$ cat src/rtl/uart_tx_scheduler_pkg.sv
// -----------------------------------------------------------------------------
// uart_tx_scheduler_pkg
// Shared types and constants for the UART transmit scheduler.
//   UartTxSource_t : which byte source owns the transmitter
//   UartTxState_t  : scheduler FSM states
//   TX_ARM_TIMEOUT : cycles to wait in ARM for txBusy before giving up
// -----------------------------------------------------------------------------
package uart_tx_scheduler_pkg;

   typedef enum logic {
      TX_SRC_KBD = 1'b0,
      TX_SRC_RSP = 1'b1
   } UartTxSource_t;

   typedef enum logic [1:0] {
      TX_IDLE  = 2'd0,
      TX_START = 2'd1,
      TX_ARM   = 2'd2,
      TX_BUSY  = 2'd3
   } UartTxState_t;

   localparam int unsigned TX_ARM_TIMEOUT = 4;

   // Value of the ARM counter on the final ARM cycle before the timeout fires.
   localparam logic [2:0] TX_ARM_LAST = 3'(TX_ARM_TIMEOUT - 1);

endpackage

$ cat src/rtl/uart_tx_scheduler_fifo.sv
// -----------------------------------------------------------------------------
// tx_byte_fifo
// Synchronous first-word-fall-through FIFO. The head entry is visible
// combinationally on `head` whenever `empty` is low.
// Ports:
//   clk, rst        : clock, synchronous active-high reset (empties the FIFO)
//   push, push_data : write request; accepted when not full, or when a pop
//                     happens in the same cycle
//   pop             : remove head entry (ignored when empty)
//   head            : current head entry
//   full, empty     : occupancy flags
//   count           : number of stored entries
// -----------------------------------------------------------------------------
module tx_byte_fifo #(
   parameter int unsigned WIDTH = 8,
   parameter int unsigned DEPTH = 16
) (
   input  logic                       clk,
   input  logic                       rst,
   input  logic                       push,
   input  logic [WIDTH-1:0]           push_data,
   input  logic                       pop,
   output logic [WIDTH-1:0]           head,
   output logic                       full,
   output logic                       empty,
   output logic [$clog2(DEPTH):0]     count
);

   localparam int unsigned PTR_W = $clog2(DEPTH);
   localparam logic [PTR_W-1:0] PTR_ONE  = {{(PTR_W-1){1'b0}}, 1'b1};
   localparam logic [PTR_W:0]   CNT_ONE  = {{PTR_W{1'b0}}, 1'b1};
   localparam logic [PTR_W:0]   CNT_FULL = {1'b1, {PTR_W{1'b0}}};

   logic [WIDTH-1:0] mem_r [DEPTH];
   logic [PTR_W-1:0] wr_ptr_r;
   logic [PTR_W-1:0] rd_ptr_r;
   logic [PTR_W:0]   count_r;
   logic             full_s;
   logic             empty_s;
   logic             push_ok_s;
   logic             pop_ok_s;

   assign full_s    = (count_r == CNT_FULL);
   assign empty_s   = (count_r == {(PTR_W+1){1'b0}});
   assign pop_ok_s  = pop && !empty_s;
   // A full FIFO still takes a write when the head leaves in the same cycle.
   assign push_ok_s = push && (!full_s || pop_ok_s);

   assign head  = mem_r[rd_ptr_r];
   assign full  = full_s;
   assign empty = empty_s;
   assign count = count_r;

   // Storage array: no reset needed, contents are qualified by count.
   always_ff @(posedge clk) begin
      if (push_ok_s) begin
         mem_r[wr_ptr_r] <= push_data;
      end
   end

   // Pointer and occupancy bookkeeping; pointers wrap naturally.
   always_ff @(posedge clk) begin
      if (rst) begin
         wr_ptr_r <= {PTR_W{1'b0}};
         rd_ptr_r <= {PTR_W{1'b0}};
         count_r  <= {(PTR_W+1){1'b0}};
      end else begin
         if (push_ok_s) begin
            wr_ptr_r <= wr_ptr_r + PTR_ONE;
         end
         if (pop_ok_s) begin
            rd_ptr_r <= rd_ptr_r + PTR_ONE;
         end
         case ({push_ok_s, pop_ok_s})
            2'b10:   count_r <= count_r + CNT_ONE;
            2'b01:   count_r <= count_r - CNT_ONE;
            default: count_r <= count_r;
         endcase
      end
   end

endmodule

$ cat src/rtl/uart_tx_scheduler.sv
// -----------------------------------------------------------------------------
// uart_tx_scheduler
// Shares one UART transmitter between keyboard bytes and VT100 reply strings.
// Both sources are buffered; messages are interleaved round-robin, and a reply
// string is never split by keyboard bytes.
// Ports:
//   clk, rst          : clock, synchronous active-high reset
//   kbdValid, kbdData : keyboard byte strobe (no backpressure)
//   rspValid, rspData, rspLast, rspReady : reply byte valid/ready stream
//   txStart, txData   : transmitter start pulse and held byte
//   txBusy            : transmitter busy
//   kbdOverflow       : sticky flag, a keyboard byte was dropped
// -----------------------------------------------------------------------------
module uart_tx_scheduler
   import uart_tx_scheduler_pkg::*;
#(
   parameter int unsigned KBD_DEPTH = 16,
   parameter int unsigned RSP_DEPTH = 16
) (
   input  logic       clk,
   input  logic       rst,
   input  logic       kbdValid,
   input  logic [7:0] kbdData,
   input  logic       rspValid,
   input  logic [7:0] rspData,
   input  logic       rspLast,
   output logic       rspReady,
   output logic       txStart,
   output logic [7:0] txData,
   input  logic       txBusy,
   output logic       kbdOverflow
);

   UartTxState_t  state_r;
   UartTxSource_t last_grant_r;
   logic          lock_rsp_r;
   logic          tx_start_r;
   logic [7:0]    tx_data_r;
   logic [2:0]    arm_cnt_r;
   logic          kbd_overflow_r;

   logic [7:0]    kbd_head_s;
   logic          kbd_full_s;
   logic          kbd_empty_s;
   logic [$clog2(KBD_DEPTH):0] kbd_count_s;
   logic [8:0]    rsp_head_s;
   logic          rsp_full_s;
   logic          rsp_empty_s;
   logic [$clog2(RSP_DEPTH):0] rsp_count_s;
   logic          grant_kbd_s;
   logic          grant_rsp_s;
   logic          kbd_push_ok_s;
   logic          rsp_ready_s;
   logic          unused_count_s;

   assign unused_count_s = ^{kbd_count_s, rsp_count_s};

   tx_byte_fifo #(
      .WIDTH (8),
      .DEPTH (KBD_DEPTH)
   ) u_kbd_fifo (
      .clk       (clk),
      .rst       (rst),
      .push      (kbdValid),
      .push_data (kbdData),
      .pop       (grant_kbd_s),
      .head      (kbd_head_s),
      .full      (kbd_full_s),
      .empty     (kbd_empty_s),
      .count     (kbd_count_s)
   );

   tx_byte_fifo #(
      .WIDTH (9),
      .DEPTH (RSP_DEPTH)
   ) u_rsp_fifo (
      .clk       (clk),
      .rst       (rst),
      .push      (rspValid && rsp_ready_s),
      .push_data ({rspLast, rspData}),
      .pop       (grant_rsp_s),
      .head      (rsp_head_s),
      .full      (rsp_full_s),
      .empty     (rsp_empty_s),
      .count     (rsp_count_s)
   );

   assign rsp_ready_s   = !rsp_full_s || grant_rsp_s;
   assign kbd_push_ok_s = !kbd_full_s || grant_kbd_s;

   assign rspReady    = rsp_ready_s;
   assign txStart     = tx_start_r;
   assign txData      = tx_data_r;
   assign kbdOverflow = kbd_overflow_r;

   // Message-level arbitration, only in IDLE with the transmitter free.
   always_comb begin
      grant_kbd_s = 1'b0;
      grant_rsp_s = 1'b0;
      if ((state_r == TX_IDLE) && !txBusy) begin
         if (lock_rsp_r) begin
            // Inside a reply string: wait for its next byte, never the keyboard.
            grant_rsp_s = !rsp_empty_s;
         end else if (!kbd_empty_s && !rsp_empty_s) begin
            if (last_grant_r == TX_SRC_KBD) begin
               grant_rsp_s = 1'b1;
            end else begin
               grant_kbd_s = 1'b1;
            end
         end else begin
            grant_kbd_s = !kbd_empty_s;
            grant_rsp_s = !rsp_empty_s;
         end
      end else begin
         grant_kbd_s = 1'b0;
         grant_rsp_s = 1'b0;
      end
   end

   // Sticky keyboard overflow: a strobe the FIFO could not take.
   always_ff @(posedge clk) begin
      if (rst) begin
         kbd_overflow_r <= 1'b0;
      end else if (kbdValid && !kbd_push_ok_s) begin
         kbd_overflow_r <= 1'b1;
      end else begin
         kbd_overflow_r <= kbd_overflow_r;
      end
   end

   // Scheduler FSM: grant/pop, start pulse, wait for busy, wait for done.
   always_ff @(posedge clk) begin
      if (rst) begin
         state_r      <= TX_IDLE;
         last_grant_r <= TX_SRC_KBD;
         lock_rsp_r   <= 1'b0;
         tx_start_r   <= 1'b0;
         tx_data_r    <= 8'h00;
         arm_cnt_r    <= 3'd0;
      end else begin
         case (state_r)
            TX_IDLE: begin
               if (grant_kbd_s) begin
                  tx_data_r    <= kbd_head_s;
                  last_grant_r <= TX_SRC_KBD;
                  tx_start_r   <= 1'b1;
                  state_r      <= TX_START;
               end else if (grant_rsp_s) begin
                  tx_data_r  <= rsp_head_s[7:0];
                  // Only the first byte of a string counts as a new message.
                  if (!lock_rsp_r) begin
                     last_grant_r <= TX_SRC_RSP;
                  end
                  lock_rsp_r <= !rsp_head_s[8];
                  tx_start_r <= 1'b1;
                  state_r    <= TX_START;
               end else begin
                  tx_start_r <= 1'b0;
               end
            end
            TX_START: begin
               tx_start_r <= 1'b0;
               arm_cnt_r  <= 3'd0;
               state_r    <= TX_ARM;
            end
            TX_ARM: begin
               if (txBusy) begin
                  state_r <= TX_BUSY;
               end else if (arm_cnt_r == TX_ARM_LAST) begin
                  // Busy never showed up; don't deadlock on a missed pulse.
                  state_r <= TX_IDLE;
               end else begin
                  arm_cnt_r <= arm_cnt_r + 3'd1;
               end
            end
            TX_BUSY: begin
               if (!txBusy) begin
                  state_r <= TX_IDLE;
               end
            end
            default: begin
               tx_start_r <= 1'b0;
               state_r    <= TX_IDLE;
            end
         endcase
      end
   end

endmodule

$ cat config.mk
export PLATFORM = sky130hd
export DESIGN_NAME = uart_tx_scheduler
export DESIGN_NICKNAME = d
export VERILOG_FILES = /design/src/rtl/uart_tx_scheduler_pkg.sv /design/src/rtl/uart_tx_scheduler_fifo.sv /design/src/rtl/uart_tx_scheduler.sv
export SDC_FILE = /design/constraint.sdc
export NUM_CORES = 1
export LEC_CHECK = 0
export CAP_MARGIN = 15
export CORE_MARGIN = 2
export CORE_UTILIZATION = 60
export CTS_CLUSTER_SIZE = 28
export DETAILED_ROUTE_END_ITERATION = 12
export PLACE_DENSITY = 0.82
export SLEW_MARGIN = 10
export SYNTH_ARGS = -nofsm -noshare
export SYNTH_HDL_FRONTEND = slang
export SYNTH_SLANG_ARGS = --single-unit
$ cat constraint.sdc
create_clock -name clk -period 10.27 [get_ports clk]
set_clock_uncertainty 0.15 [all_clocks]
set_input_delay 1.027 -clock clk [delete_from_list [all_inputs] [get_ports clk]]
set_output_delay 1.027 -clock clk [all_outputs]
set_load 0.01 [all_outputs]
==> run metrics <==
status finished, final reports clean; dpl hpwl about 16 mm; GP Congestion around 0.8; Final #Nets 848; most common cell after layout, fill and taps aside edfxtp_1; drt via density 6.34; Syn Inst Count between 700 and 800; die footprint about 23000 µm²; crit path max fanout 8; cts repair resizes 0; CTS buffer count 30; CTS tree yes; synth warn 0; I/O Buffers 32; worst vdd ir between 0.15 and 0.2 mV; # H-tree levels 1; Primary FF master, synth edfxtp_1; Initial DRC Count between 600 and 700; first-pass GRT wire length just under 40 mm; Mapped Nets slightly above 800; core area approximately 21000 µm²; dpl cells 1050; LEAKAGE 4.68 nW; Non-Filler Instances 1104; worst path required time 10.60 ns; Yosys reg bits 323; Area Growth Syn to Fin 12.2%; layout cells sized above 1 ~15%; Setup Fix Bufs, Post-CTS 0; Tot GR Track Use 23.3%; Congestion Overflow GR 0; Slew Viols, Final 0; f_max roughly 240 MHz; CTS Sinks between 300 and 400; setup violators final 0; initial core utilization between 60% and 70%; RSZ-0062 raised after global routing no; Period minus WS final just over 4 ns; drt drc 0; fraction of registers with async set or reset after synthesis 0%; Hold Violations, Final 0; vias in the first global route slightly above 7000; hold crit path type register to register; commonest cells after routing, fill and taps aside 272 x edfxtp_1, 53 x mux4_2, 49 x dfxtp_1, 46 x nor2_1, 38 x a21oi_1; Slew HR between 20% and 30%; root buffer selected by CTS clkbuf_16; Worst Max-Slew Pin Slew 1.14 ns; CP Class input pin to register; Netlist cell types 53; antenna violations before repair 0; Clock Path Buffers 3; Die H between 150 and 200 µm; largest net degree at the start of global routing slightly below 50; number of synthesized flops with an enable pin around 270; critical path startpoint category input pin; Seq/Total Area, Yosys between 70% and 80%; P per Cell Area roughly 230 nW/µm²; final core occ slightly below 70%; setup_tns 0 ns; Max-cap violations 0; antenna cells 0; R2R Setup Slk 6.69 ns; antenna viol nets, final 0; Mapped Avg Cell Area around 17 µm²; CP arrival roughly 4.4 ns; Final period util between 30% and 40%; element type at the critical path end register; DRT Pass-1 Iters 5; total wire length about 26 mm; Setup WS post-layout just over 6 ns; routed via count around 7000; # rows 53; Worst-Skew Late Latency between 0.5 and 0.6 ns; cts hold-fix bufs 0; WL/cell around 23 µm; Ports 33; Die X approximately 150 µm; Post-Syn Area about 13000 µm²; clock-pin slew on the worst setup and hold paths approximately 0.060 ns; Place WS around 5.7 ns
-- cell type report --
| cell class | instances | area, µm² |
|---|---|---|
| sequential | 323 | 9190 |
| fill | 1297 | 6580 |
| multi-input combinational | 388 | 3540 |
| clock buffer | 37 | 798 |
| timing repair buffer | 42 | 395 |
| tap | 275 | 344 |
| clock inverter | 17 | 219 |
| inverter | 22 | 82.6 |
-- report_power, final --
part / total (mW) / internal, mW / switching [mW]
Combinational: 0.676 / 0.316 / 0.360
Sequential: 1.58 / 1.50 / 0.0757
Clock: 1.13 / 0.676 / 0.458
Total: 3.39 / 2.49 / 0.894
-- registers in the layout, indices dropped and copies added (netlist names), 2 cells and up, named ones only --
signal and flops:
u_kbd_fifo.rd_ptr_r 4, u_rsp_fifo.mem_r 144, state_r 2, u_rsp_fifo.wr_ptr_r 4, u_rsp_fifo.rd_ptr_r 4, arm_cnt_r 3, u_rsp_fifo.count 5, txData 8
u_kbd_fifo.mem_r 128, u_kbd_fifo.wr_ptr_r 4, u_kbd_fifo.count 5
-- cells in the mapped netlist (all sizes together), types with 4 or more instances --
| master | n | share of area [%] |
|---|---|---|
| nor2b | 8 | 0.39 |
| mux4 | 53 | 9.2 |
| a22oi | 15 | 0.87 |
| xor2 | 8 | 0.54 |
| dfxtp | 51 | 7.9 |
| nor2 | 46 | 1.3 |
| a221o | 12 | 0.93 |
| o22ai | 4 | 0.19 |
| and2 | 11 | 0.53 |
| clkbuf | 18 | 0.52 |
| buf | 21 | 0.86 |
| a221oi | 11 | 0.74 |
| nand3 | 17 | 0.66 |
| xnor2 | 5 | 0.34 |
| edfxtp | 272 | 63 |
| ha | 19 | 1.8 |
| inv | 21 | 0.61 |
| nor4 | 7 | 0.57 |
| a21boi | 4 | 0.26 |
| o21ai | 20 | 0.80 |
| a21oi | 38 | 1.5 |
| nand2b | 6 | 0.29 |
| or3 | 7 | 0.34 |
| nand2 | 10 | 0.29 |
| nor3 | 16 | 0.62 |
| mux2i | 37 | 2.9 |
-- cells by family (layout without fill, tap and decap cells) --
logic type,after synthesis,in the layout,share of synthesized area [%]
adders and majority gates,19,19,1.83
xor gates and xnor gates,13,13,0.877
and+or+nand+nor,144,144,6.00
AOI/OAI and AO/OA,121,121,6.37
DFF,323,323,70.8
muxes,91,91,12.1
buffers and inverters,61,118,2.01
-- critical path, cell delays in order --
cell and delay (ns):
clkdlybuf4s50_1 0.46, or3_1 0.35, a21oi_1 0.44, and2_1 0.35, ha_1 0.36, or3b_2 0.48, a21boi_0 0.28, nor3_1 0.09
or3b_2 0.44, a21oi_1 0.15
-- per-layer routing --
metal	global-route usage (%)	share of wire, %	up-vias
li1	-	-	3131
met1	29.9	39	3577
met2	42.1	54	246
met3	3.07	5.3	48
met4	6.21	1.9	0
met5	0	0	-
-- worst paths after layout --
check                           cells past startpoint                   to                 from
worst min register to register                      2              txStart              txStart
worst min-delay path                                2              txStart              txStart
worst max-delay path                               10  u_rsp_fifo.count[3]               txBusy
worst max register to register                     12  u_kbd_fifo.count[4]  u_kbd_fifo.count[1]
-- through the flow --
step | hold WS (ns) | power, mW | cell area [µm²]
floorplan | 0.302 | 2.09 | 13000
finish | 0.327 | 3.39 | 14600
detailed placement | 0.326 | 2.28 | 13600
global route | 0.350 | 3.52 | 14600
CTS | 0.334 | 3.40 | 14600
global placement | 0.297 | 2.24 | 13600
Power figures use the tool's default switching activity.
